[config.mk]
export PLATFORM = sky130hd
export DESIGN_NAME = regbus_sequencer_flat
export DESIGN_NICKNAME = d
export VERILOG_FILES = /design/src/rtl/regbus_sequencer_pkg.sv /design/src/rtl/regbus_sequencer_if.sv /design/src/rtl/regbus_ctl_decode.sv /design/src/rtl/regbus_sequencer.sv /design/src/flat_wrapper.sv
export SDC_FILE = /design/constraint.sdc
export NUM_CORES = 1
export LEC_CHECK = 0
export BUFFER_PORTS_ARGS = -buffer_cell sky130_fd_sc_hd__buf_2
export CAP_MARGIN = 0
export CORE_MARGIN = 2
export CORE_UTILIZATION = 40
export CTS_CLUSTER_DIAMETER = 50
export DETAILED_ROUTE_END_ITERATION = 10
export PLACE_DENSITY = 0.66
export RECOVER_POWER = 50
export REMOVE_ABC_BUFFERS = 1
export SLEW_MARGIN = 20
export SYNTH_ARGS = -nofsm -noshare
export SYNTH_HDL_FRONTEND = slang
export SYNTH_SLANG_ARGS = --single-unit
[constraint.sdc]
create_clock -name clk -period 2.35 [get_ports clk]
set_input_delay 0 -clock clk [delete_from_list [all_inputs] [get_ports clk]]
set_output_delay 0 -clock clk [all_outputs]
set_load 0.005 [all_outputs]
[src/rtl/regbus_sequencer_pkg.sv]
// Shared definitions for the register-bus micro-sequencer: widths, opcodes,
// ALU selects, FSM state encoding and the decoded control-vector layout.
package regbus_sequencer_pkg;

  localparam int DATA_W = 16;
  localparam int RSEL_W = 3;
  localparam int CNT_W  = 16;

  localparam logic [2:0] OP_MOV = 3'b000;
  localparam logic [2:0] OP_ADD = 3'b001;
  localparam logic [2:0] OP_SUB = 3'b010;
  localparam logic [2:0] OP_CMP = 3'b011;
  localparam logic [2:0] OP_LDI = 3'b100;

  localparam logic ALU_ADD = 1'b0;
  localparam logic ALU_SUB = 1'b1;

  typedef enum logic [2:0] {
    ST_IDLE = 3'd0,
    ST_RDA  = 3'd1,
    ST_RDB  = 3'd2,
    ST_EXEC = 3'd3,
    ST_WB   = 3'd4,
    ST_ERR  = 3'd5
  } state_e;

  // Operation fields captured when an op is accepted out of IDLE
  typedef struct packed {
    logic [2:0]        opcode;
    logic [RSEL_W-1:0] rd;
    logic [RSEL_W-1:0] rs1;
    logic [RSEL_W-1:0] rs2;
    logic [DATA_W-1:0] imm;
  } fields_t;

  // Every strobe the sequencer presents, produced by the state decoder
  typedef struct packed {
    logic              busy;
    logic              done;
    logic              err;
    logic [RSEL_W-1:0] rsel;
    logic              wrr;
    logic              tr;
    logic              la;
    logic              ta;
    logic              lb;
    logic              lz;
    logic              tz;
    logic              alu_t;
    logic              alu_op;
    logic              sflag;
    logic              imm_t;
  } ctl_t;

  // Opcodes 101..111 have no defined operation
  function automatic logic isLegal(input logic [2:0] op);
    return (op <= OP_LDI);
  endfunction

endpackage

[src/rtl/regbus_sequencer_if.sv]
// Handshake and bus-control bundle between an op issuer and the sequencer.
interface regbus_sequencer_if;
  import regbus_sequencer_pkg::*;

  logic              start;
  logic [2:0]        opcode;
  logic [RSEL_W-1:0] rd;
  logic [RSEL_W-1:0] rs1;
  logic [RSEL_W-1:0] rs2;
  logic [DATA_W-1:0] imm;

  logic              busy;
  logic              done;
  logic              err;
  logic [RSEL_W-1:0] rsel;
  logic              wrr;
  logic              tr;
  logic              la;
  logic              ta;
  logic              lb;
  logic              lz;
  logic              tz;
  logic              alu_t;
  logic              alu_op;
  logic              sflag;
  logic [DATA_W-1:0] imm_out;
  logic              imm_t;
  logic [CNT_W-1:0]  op_count;

  modport master (
    output start, opcode, rd, rs1, rs2, imm,
    input  busy, done, err, rsel, wrr, tr, la, ta, lb, lz, tz,
           alu_t, alu_op, sflag, imm_out, imm_t, op_count
  );

  modport slave (
    input  start, opcode, rd, rs1, rs2, imm,
    output busy, done, err, rsel, wrr, tr, la, ta, lb, lz, tz,
           alu_t, alu_op, sflag, imm_out, imm_t, op_count
  );

endinterface

[src/rtl/regbus_ctl_decode.sv]
// Combinational Moore decoder: current state plus latched op fields to the
// full control vector. Each state enables at most one bus driver.
module regbus_ctl_decode
  import regbus_sequencer_pkg::*;
(
  input  state_e            state_i,
  input  logic [2:0]        opcode_i,
  input  logic [RSEL_W-1:0] rd_i,
  input  logic [RSEL_W-1:0] rs1_i,
  input  logic [RSEL_W-1:0] rs2_i,
  output ctl_t              ctl_o
);

  // Strobes per micro-step; anything not named for a state stays 0
  always_comb begin
    ctl_o      = '0;
    ctl_o.busy = (state_i != ST_IDLE);
    unique case (state_i)
      ST_IDLE: ;
      ST_RDA: begin
        ctl_o.rsel = rs1_i;
        ctl_o.tr   = 1'b1;
        ctl_o.la   = 1'b1;
      end
      ST_RDB: begin
        ctl_o.rsel = rs2_i;
        ctl_o.tr   = 1'b1;
        ctl_o.lb   = 1'b1;
      end
      ST_EXEC: begin
        ctl_o.alu_t  = 1'b1;
        ctl_o.alu_op = (opcode_i == OP_SUB || opcode_i == OP_CMP) ? ALU_SUB : ALU_ADD;
        ctl_o.lz     = 1'b1;
        ctl_o.sflag  = 1'b1;
        ctl_o.done   = (opcode_i == OP_CMP);
      end
      ST_WB: begin
        ctl_o.rsel = rd_i;
        ctl_o.wrr  = 1'b1;
        ctl_o.done = 1'b1;
        unique case (opcode_i)
          OP_LDI:         ctl_o.imm_t = 1'b1;
          OP_MOV:         ctl_o.ta    = 1'b1;
          OP_ADD, OP_SUB: ctl_o.tz    = 1'b1;
          default: ;
        endcase
      end
      ST_ERR: begin
        ctl_o.done = 1'b1;
        ctl_o.err  = 1'b1;
      end
      default: ;
    endcase
  end

endmodule

[src/rtl/regbus_sequencer.sv]
// Register-transfer micro-sequencer: accepts one op at a time, walks it
// through read/execute/write-back steps over the shared bus, and counts
// completed legal ops.
module regbus_sequencer
  import regbus_sequencer_pkg::*;
(
  input  logic               clk,
  input  logic               reset,
  regbus_sequencer_if.slave  sif
);

  state_e           state_q, state_d;
  fields_t          fields_q, fields_d;
  logic [CNT_W-1:0] opCount_q, opCount_d;
  ctl_t             ctl;

  // Sequence selection at acceptance, then a fixed walk to IDLE
  always_comb begin
    state_d = state_q;
    unique case (state_q)
      ST_IDLE: begin
        if (sif.start) begin
          if (!isLegal(sif.opcode))      state_d = ST_ERR;
          else if (sif.opcode == OP_LDI) state_d = ST_WB;
          else                           state_d = ST_RDA;
        end
      end
      ST_RDA:  state_d = (fields_q.opcode == OP_MOV) ? ST_WB : ST_RDB;
      ST_RDB:  state_d = ST_EXEC;
      ST_EXEC: state_d = (fields_q.opcode == OP_CMP) ? ST_IDLE : ST_WB;
      ST_WB:   state_d = ST_IDLE;
      ST_ERR:  state_d = ST_IDLE;
      default: state_d = ST_IDLE;
    endcase
  end

  // Op fields are captured only on acceptance, so start during an op is ignored
  always_comb begin
    fields_d = fields_q;
    if (state_q == ST_IDLE && sif.start) begin
      fields_d.opcode = sif.opcode;
      fields_d.rd     = sif.rd;
      fields_d.rs1    = sif.rs1;
      fields_d.rs2    = sif.rs2;
      fields_d.imm    = sif.imm;
    end
  end

  // Count every legal completion; the register wraps on overflow
  always_comb begin
    opCount_d = opCount_q;
    if (ctl.done && !ctl.err) opCount_d = opCount_q + CNT_W'(1);
  end

  // Registers; reset also abandons any op in flight before its write-back
  always_ff @(posedge clk) begin
    if (reset) begin
      state_q   <= ST_IDLE;
      fields_q  <= '0;
      opCount_q <= '0;
    end else begin
      state_q   <= state_d;
      fields_q  <= fields_d;
      opCount_q <= opCount_d;
    end
  end

  regbus_ctl_decode u_decode (
    .state_i  (state_q),
    .opcode_i (fields_q.opcode),
    .rd_i     (fields_q.rd),
    .rs1_i    (fields_q.rs1),
    .rs2_i    (fields_q.rs2),
    .ctl_o    (ctl)
  );

  assign sif.busy     = ctl.busy;
  assign sif.done     = ctl.done;
  assign sif.err      = ctl.err;
  assign sif.rsel     = ctl.rsel;
  assign sif.wrr      = ctl.wrr;
  assign sif.tr       = ctl.tr;
  assign sif.la       = ctl.la;
  assign sif.ta       = ctl.ta;
  assign sif.lb       = ctl.lb;
  assign sif.lz       = ctl.lz;
  assign sif.tz       = ctl.tz;
  assign sif.alu_t    = ctl.alu_t;
  assign sif.alu_op   = ctl.alu_op;
  assign sif.sflag    = ctl.sflag;
  assign sif.imm_t    = ctl.imm_t;
  assign sif.imm_out  = fields_q.imm;
  assign sif.op_count = opCount_q;

endmodule

[src/flat_wrapper.sv]
// flat-port wrapper written by rule: the top's interface ports become plain ports
module regbus_sequencer_flat import regbus_sequencer_pkg::*;
  (clk, reset, sif_start, sif_opcode, sif_rd, sif_rs1, sif_rs2, sif_imm, sif_busy, sif_done, sif_err, sif_rsel, sif_wrr, sif_tr, sif_la, sif_ta, sif_lb, sif_lz, sif_tz, sif_alu_t, sif_alu_op, sif_sflag, sif_imm_out, sif_imm_t, sif_op_count);
  regbus_sequencer_if sif_i ();
  input  logic clk;
  input  logic reset;
  input wire logic [$bits(sif_i.start)-1:0] sif_start;
  input wire logic [$bits(sif_i.opcode)-1:0] sif_opcode;
  input wire logic [$bits(sif_i.rd)-1:0] sif_rd;
  input wire logic [$bits(sif_i.rs1)-1:0] sif_rs1;
  input wire logic [$bits(sif_i.rs2)-1:0] sif_rs2;
  input wire logic [$bits(sif_i.imm)-1:0] sif_imm;
  output wire logic [$bits(sif_i.busy)-1:0] sif_busy;
  output wire logic [$bits(sif_i.done)-1:0] sif_done;
  output wire logic [$bits(sif_i.err)-1:0] sif_err;
  output wire logic [$bits(sif_i.rsel)-1:0] sif_rsel;
  output wire logic [$bits(sif_i.wrr)-1:0] sif_wrr;
  output wire logic [$bits(sif_i.tr)-1:0] sif_tr;
  output wire logic [$bits(sif_i.la)-1:0] sif_la;
  output wire logic [$bits(sif_i.ta)-1:0] sif_ta;
  output wire logic [$bits(sif_i.lb)-1:0] sif_lb;
  output wire logic [$bits(sif_i.lz)-1:0] sif_lz;
  output wire logic [$bits(sif_i.tz)-1:0] sif_tz;
  output wire logic [$bits(sif_i.alu_t)-1:0] sif_alu_t;
  output wire logic [$bits(sif_i.alu_op)-1:0] sif_alu_op;
  output wire logic [$bits(sif_i.sflag)-1:0] sif_sflag;
  output wire logic [$bits(sif_i.imm_out)-1:0] sif_imm_out;
  output wire logic [$bits(sif_i.imm_t)-1:0] sif_imm_t;
  output wire logic [$bits(sif_i.op_count)-1:0] sif_op_count;
  assign sif_i.start = sif_start;
  assign sif_i.opcode = sif_opcode;
  assign sif_i.rd = sif_rd;
  assign sif_i.rs1 = sif_rs1;
  assign sif_i.rs2 = sif_rs2;
  assign sif_i.imm = sif_imm;
  assign sif_busy = sif_i.busy;
  assign sif_done = sif_i.done;
  assign sif_err = sif_i.err;
  assign sif_rsel = sif_i.rsel;
  assign sif_wrr = sif_i.wrr;
  assign sif_tr = sif_i.tr;
  assign sif_la = sif_i.la;
  assign sif_ta = sif_i.ta;
  assign sif_lb = sif_i.lb;
  assign sif_lz = sif_i.lz;
  assign sif_tz = sif_i.tz;
  assign sif_alu_t = sif_i.alu_t;
  assign sif_alu_op = sif_i.alu_op;
  assign sif_sflag = sif_i.sflag;
  assign sif_imm_out = sif_i.imm_out;
  assign sif_imm_t = sif_i.imm_t;
  assign sif_op_count = sif_i.op_count;
  regbus_sequencer u_core (.clk(clk), .reset(reset), .sif(sif_i));
endmodule
==> results.md <==
- The area fraction of the dominant cell type after synthesis is between 40% and 50%.
- The count of input and output buffers is between 70 and 80.
- The number of antenna violations at the first check in global routing is 0.
- The fmax is between 400 and 500 MHz.
- Subtracting the final worst setup slack from the clock period gives about 2.1 ns.
- Clock tree synthesis found a total of 47 sinks.
- By area the synthesized netlist is led by sky130_fd_sc_hd__dfxtp_1 (42%), sky130_fd_sc_hd__nand2_1 (11%), sky130_fd_sc_hd__a21oi_1 (9.8%).
- Synthesis produced approximately 290 cells.
- In this run, distinct cell masters in the synthesized netlist total 45.
- The detailed router finished its first iteration with between 80 and 90 violations.
- Headroom to the max-slew limit came out at between 40% and 50%.
- The number of pins with negative max-slew slack in the final report came to 0.
- Gates resized during post-CTS repair numbered 0.
- The synthesized design contains 0 enable-type register cells.
- The final global-route overflow total is 0.
- The cell count of the worst reg-to-reg path is 5.
- The clock tree buffer depth is 2.
- Synthesis inferred 47 register bits.
- The hold buffer count at cts is 28.
- The layout overhead on the synthesized area is 27.6%.
- For this run, the total global-route usage over all layers was measured as a little under a fifth.
- The count of antenna diodes in the layout is 0.
- STA classifies the critical path startpoint as a flop.
- In the layout the commonest cells are sky130_fd_sc_hd__nand2_1 (66), sky130_fd_sc_hd__buf_2 (49), sky130_fd_sc_hd__dfxtp_1 (47).
- The number of global-route vias before repair is between 2000 and 2500.
- The tightest hold path in the finished design has a slack of between 0.02 and 0.03 ns.
- The first-pass iteration count of the detailed router is 4.
- For the worst setup path, the data required time is 2.58 ns.
- The maximum number of pins on one net before global-route repair is 33.
- The die boundary height is approximately 80 µm.
- The number of placed I/O pins is 80.
- The detailed-route wire length per cell is 12.8 µm.
- The clock skew is a little under 0.008 ns.
- The setup path with the least slack is of type reg2reg.
- The post-route fraction of the period consumed by the critical path is 91.1%.
- The cell area after synthesis is around 0.0023 mm².
- The path class of the tightest hold or removal check is in2reg.
- The total number of nets in the final design is approximately 400.
- Summed over all instances, the cell type with the most area after synthesis is sky130_fd_sc_hd__dfxtp_1.
- At the end of routability-driven placement, the weighted congestion stood at just over 0.8.
- The number of post-CTS setup repair buffers is 0.
- The die footprint is about 0.0063 mm².
- Dividing the synthesized area by the synthesized cell count gives around 7.8 µm².
- After floorplanning, the core was divided into 27 placement rows.
- The final routed wirelength across all metal layers is 5680 µm.
- For the pin with the worst max-slew slack, the measured transition is between 0.7 and 0.8 ns.
- The clock-pin slew of the registers on the worst-case setup and hold paths is approximately 0.09 ns.
- The initial utilization of the core area, before any placement, comes to ~41%.
- Across the run, the number of max-cap violations was 0.
- For this run, asynchronously set or reset flops after synthesis account for 0%.
- The share of the Yosys chip area taken by registers is around two fifths.
- The horizontal die dimension is ~79 µm.
- In the final layout, the share of cells above drive strength 1 is about a fifth.
- After layout, the worst setup slack is 0.210 ns.
- The power per cell area is about 570 mW/mm².
- TritonCTS built the clock tree.
- The worst slack at placement is approximately 0.26 ns.
- The remaining number of nets flagged by the antenna check after routing is 0.
- After detailed routing, the number of remaining DRC violations is 0.
- The number of H-tree levels is 2.
- The analysis attributes to cell leakage a power of ~1.1 nW.
- The final setup violation count is 0.
- Data on the critical path arrives at its endpoint at ~2.4 ns.
- The biggest fanout along the worst timing path is 12.
- Once detailed placement completed, the half-perimeter wirelength came to between 3000 and 4000 µm.
- The hold path depth is 3.
- The clock tree root buffer cell is sky130_fd_sc_hd__clkbuf_8.
- The global-route wire length before repair is 9190 µm.
- The worst setup path is captured at a flop.
- The number of clock buffers added by TritonCTS is 5.
- The per-cell via count in the routed design is roughly 5.1.
- The via total after detailed routing is around 2200.
- The number of synthesis warnings is 0.
- The flow ran to the end, and the final reports show no timing, DRC or antenna violations.
- Setup repair after global routing left no endpoint under its margin.
- The most common library cell in the layout ignoring fill and taps is sky130_fd_sc_hd__nand2_1.
- The flip-flop cell with the highest count after synthesis is sky130_fd_sc_hd__dfxtp_1.
- For this run, the share of the core covered by cells in the final layout is a little over half.
- The hold violation count in the final report is 0.
- Across the VDD grid, the largest voltage drop is 0.000392 V.
- The later-pin clock latency in the skew report is 0.30 ns.
- After filler insertion, the fill cell instance count of the layout stands at around 550.
- Adding up every negative setup slack in the final design gives 0 ns.
- The area of the core is roughly 0.0055 mm².
## metrics by stage
stage	power, mW	cell area (µm²)	cells
finish	1.65	2880	442
global route	1.73	2880	442
CTS	1.67	2920	442
detailed placement	1.16	2550	406
global placement	1.15	2550	406
floorplan	1.03	2040	251
## where the power goes
| part | leakage [nW] | switching (mW) | internal, mW |
|---|---|---|---|
| clock network | 0.0412 | 0.275 | 0.208 |
| registers | 0.383 | 0.0392 | 0.842 |
| logic | 0.705 | 0.155 | 0.129 |
## synth_stat cells (all sizes together) (3+ instances only)
cell type / n
or3: 5
dfxtp: 47
nand2b: 3
nand2: 66
a21oi: 44
buf: 24
nor3: 8
nor2: 7
o31ai: 5
inv: 6
o21ai: 11
nand3: 3
clkbuf: 13
nand4: 5
a22oi: 5
or4: 6
## critical path: stages, from the launching register on
cell and delay [ns]:
sky130_fd_sc_hd__dfxtp_1 0.51, sky130_fd_sc_hd__or3b_1 0.50, sky130_fd_sc_hd__clkinv_4 0.09, sky130_fd_sc_hd__a32oi_1 0.28, sky130_fd_sc_hd__or4_1 0.56, sky130_fd_sc_hd__a21oi_1 0.15
## worst paths after layout
kind | startpoint | endpoint | slack, ns
min reg2reg | u_core.sif.imm_out[14] | u_core.sif.imm_out[14] | 0.46
max reg2reg | u_core.state_q[2] | u_core.sif.op_count[14] | 0.21
min | sif_start | u_core.state_q[2] | 0.03
max | u_core.state_q[2] | u_core.sif.op_count[14] | 0.21
## logic make-up after synthesis
| family | Yosys count | share of synthesized area, % |
|---|---|---|
| AND/OR/NAND/NOR | 121 | 27.0 |
| flip-flops | 47 | 41.7 |
| adder cells (fa/ha/maj) | 1 | 0.555 |
| multiplexers | 1 | 0.444 |
| XOR/XNOR | 2 | 0.777 |
| AO/OA/AOI/OAI | 72 | 18.4 |
| buffers and inverters | 44 | 11.1 |
## sequential cells by signal, indices dropped and copies added (netlist names)
signal / flops
u_core.sif.imm_out: 16
u_core.state_q: 3
u_core.fields_q: 12
u_core.sif.op_count: 16
## layout make-up
class                           count  area, µm²  share of cell area, %
Multi-Input combinational cell    197       1060                   37.0
Sequential cell                    47        941                   32.7
Tap cell                           72       90.1                   3.13
Timing Repair Buffer              111        667                   23.2
Clock buffer                        6       72.6                   2.52
Clock inverter                      2       12.5                  0.435
Inverter                            7       31.3                   1.09
## routing by layer
metal / wire length [µm] / global-route usage (%) / share of wire, %
met5: 0 / 0 / 0
met3: 347 / 4.66 / 6.1
met4: 53 / 4.14 / 0.93
met1: 2580 / 22.7 / 45
met2: 2700 / 31.0 / 47
No activity file was read; power rests on OpenSTA's default activity.
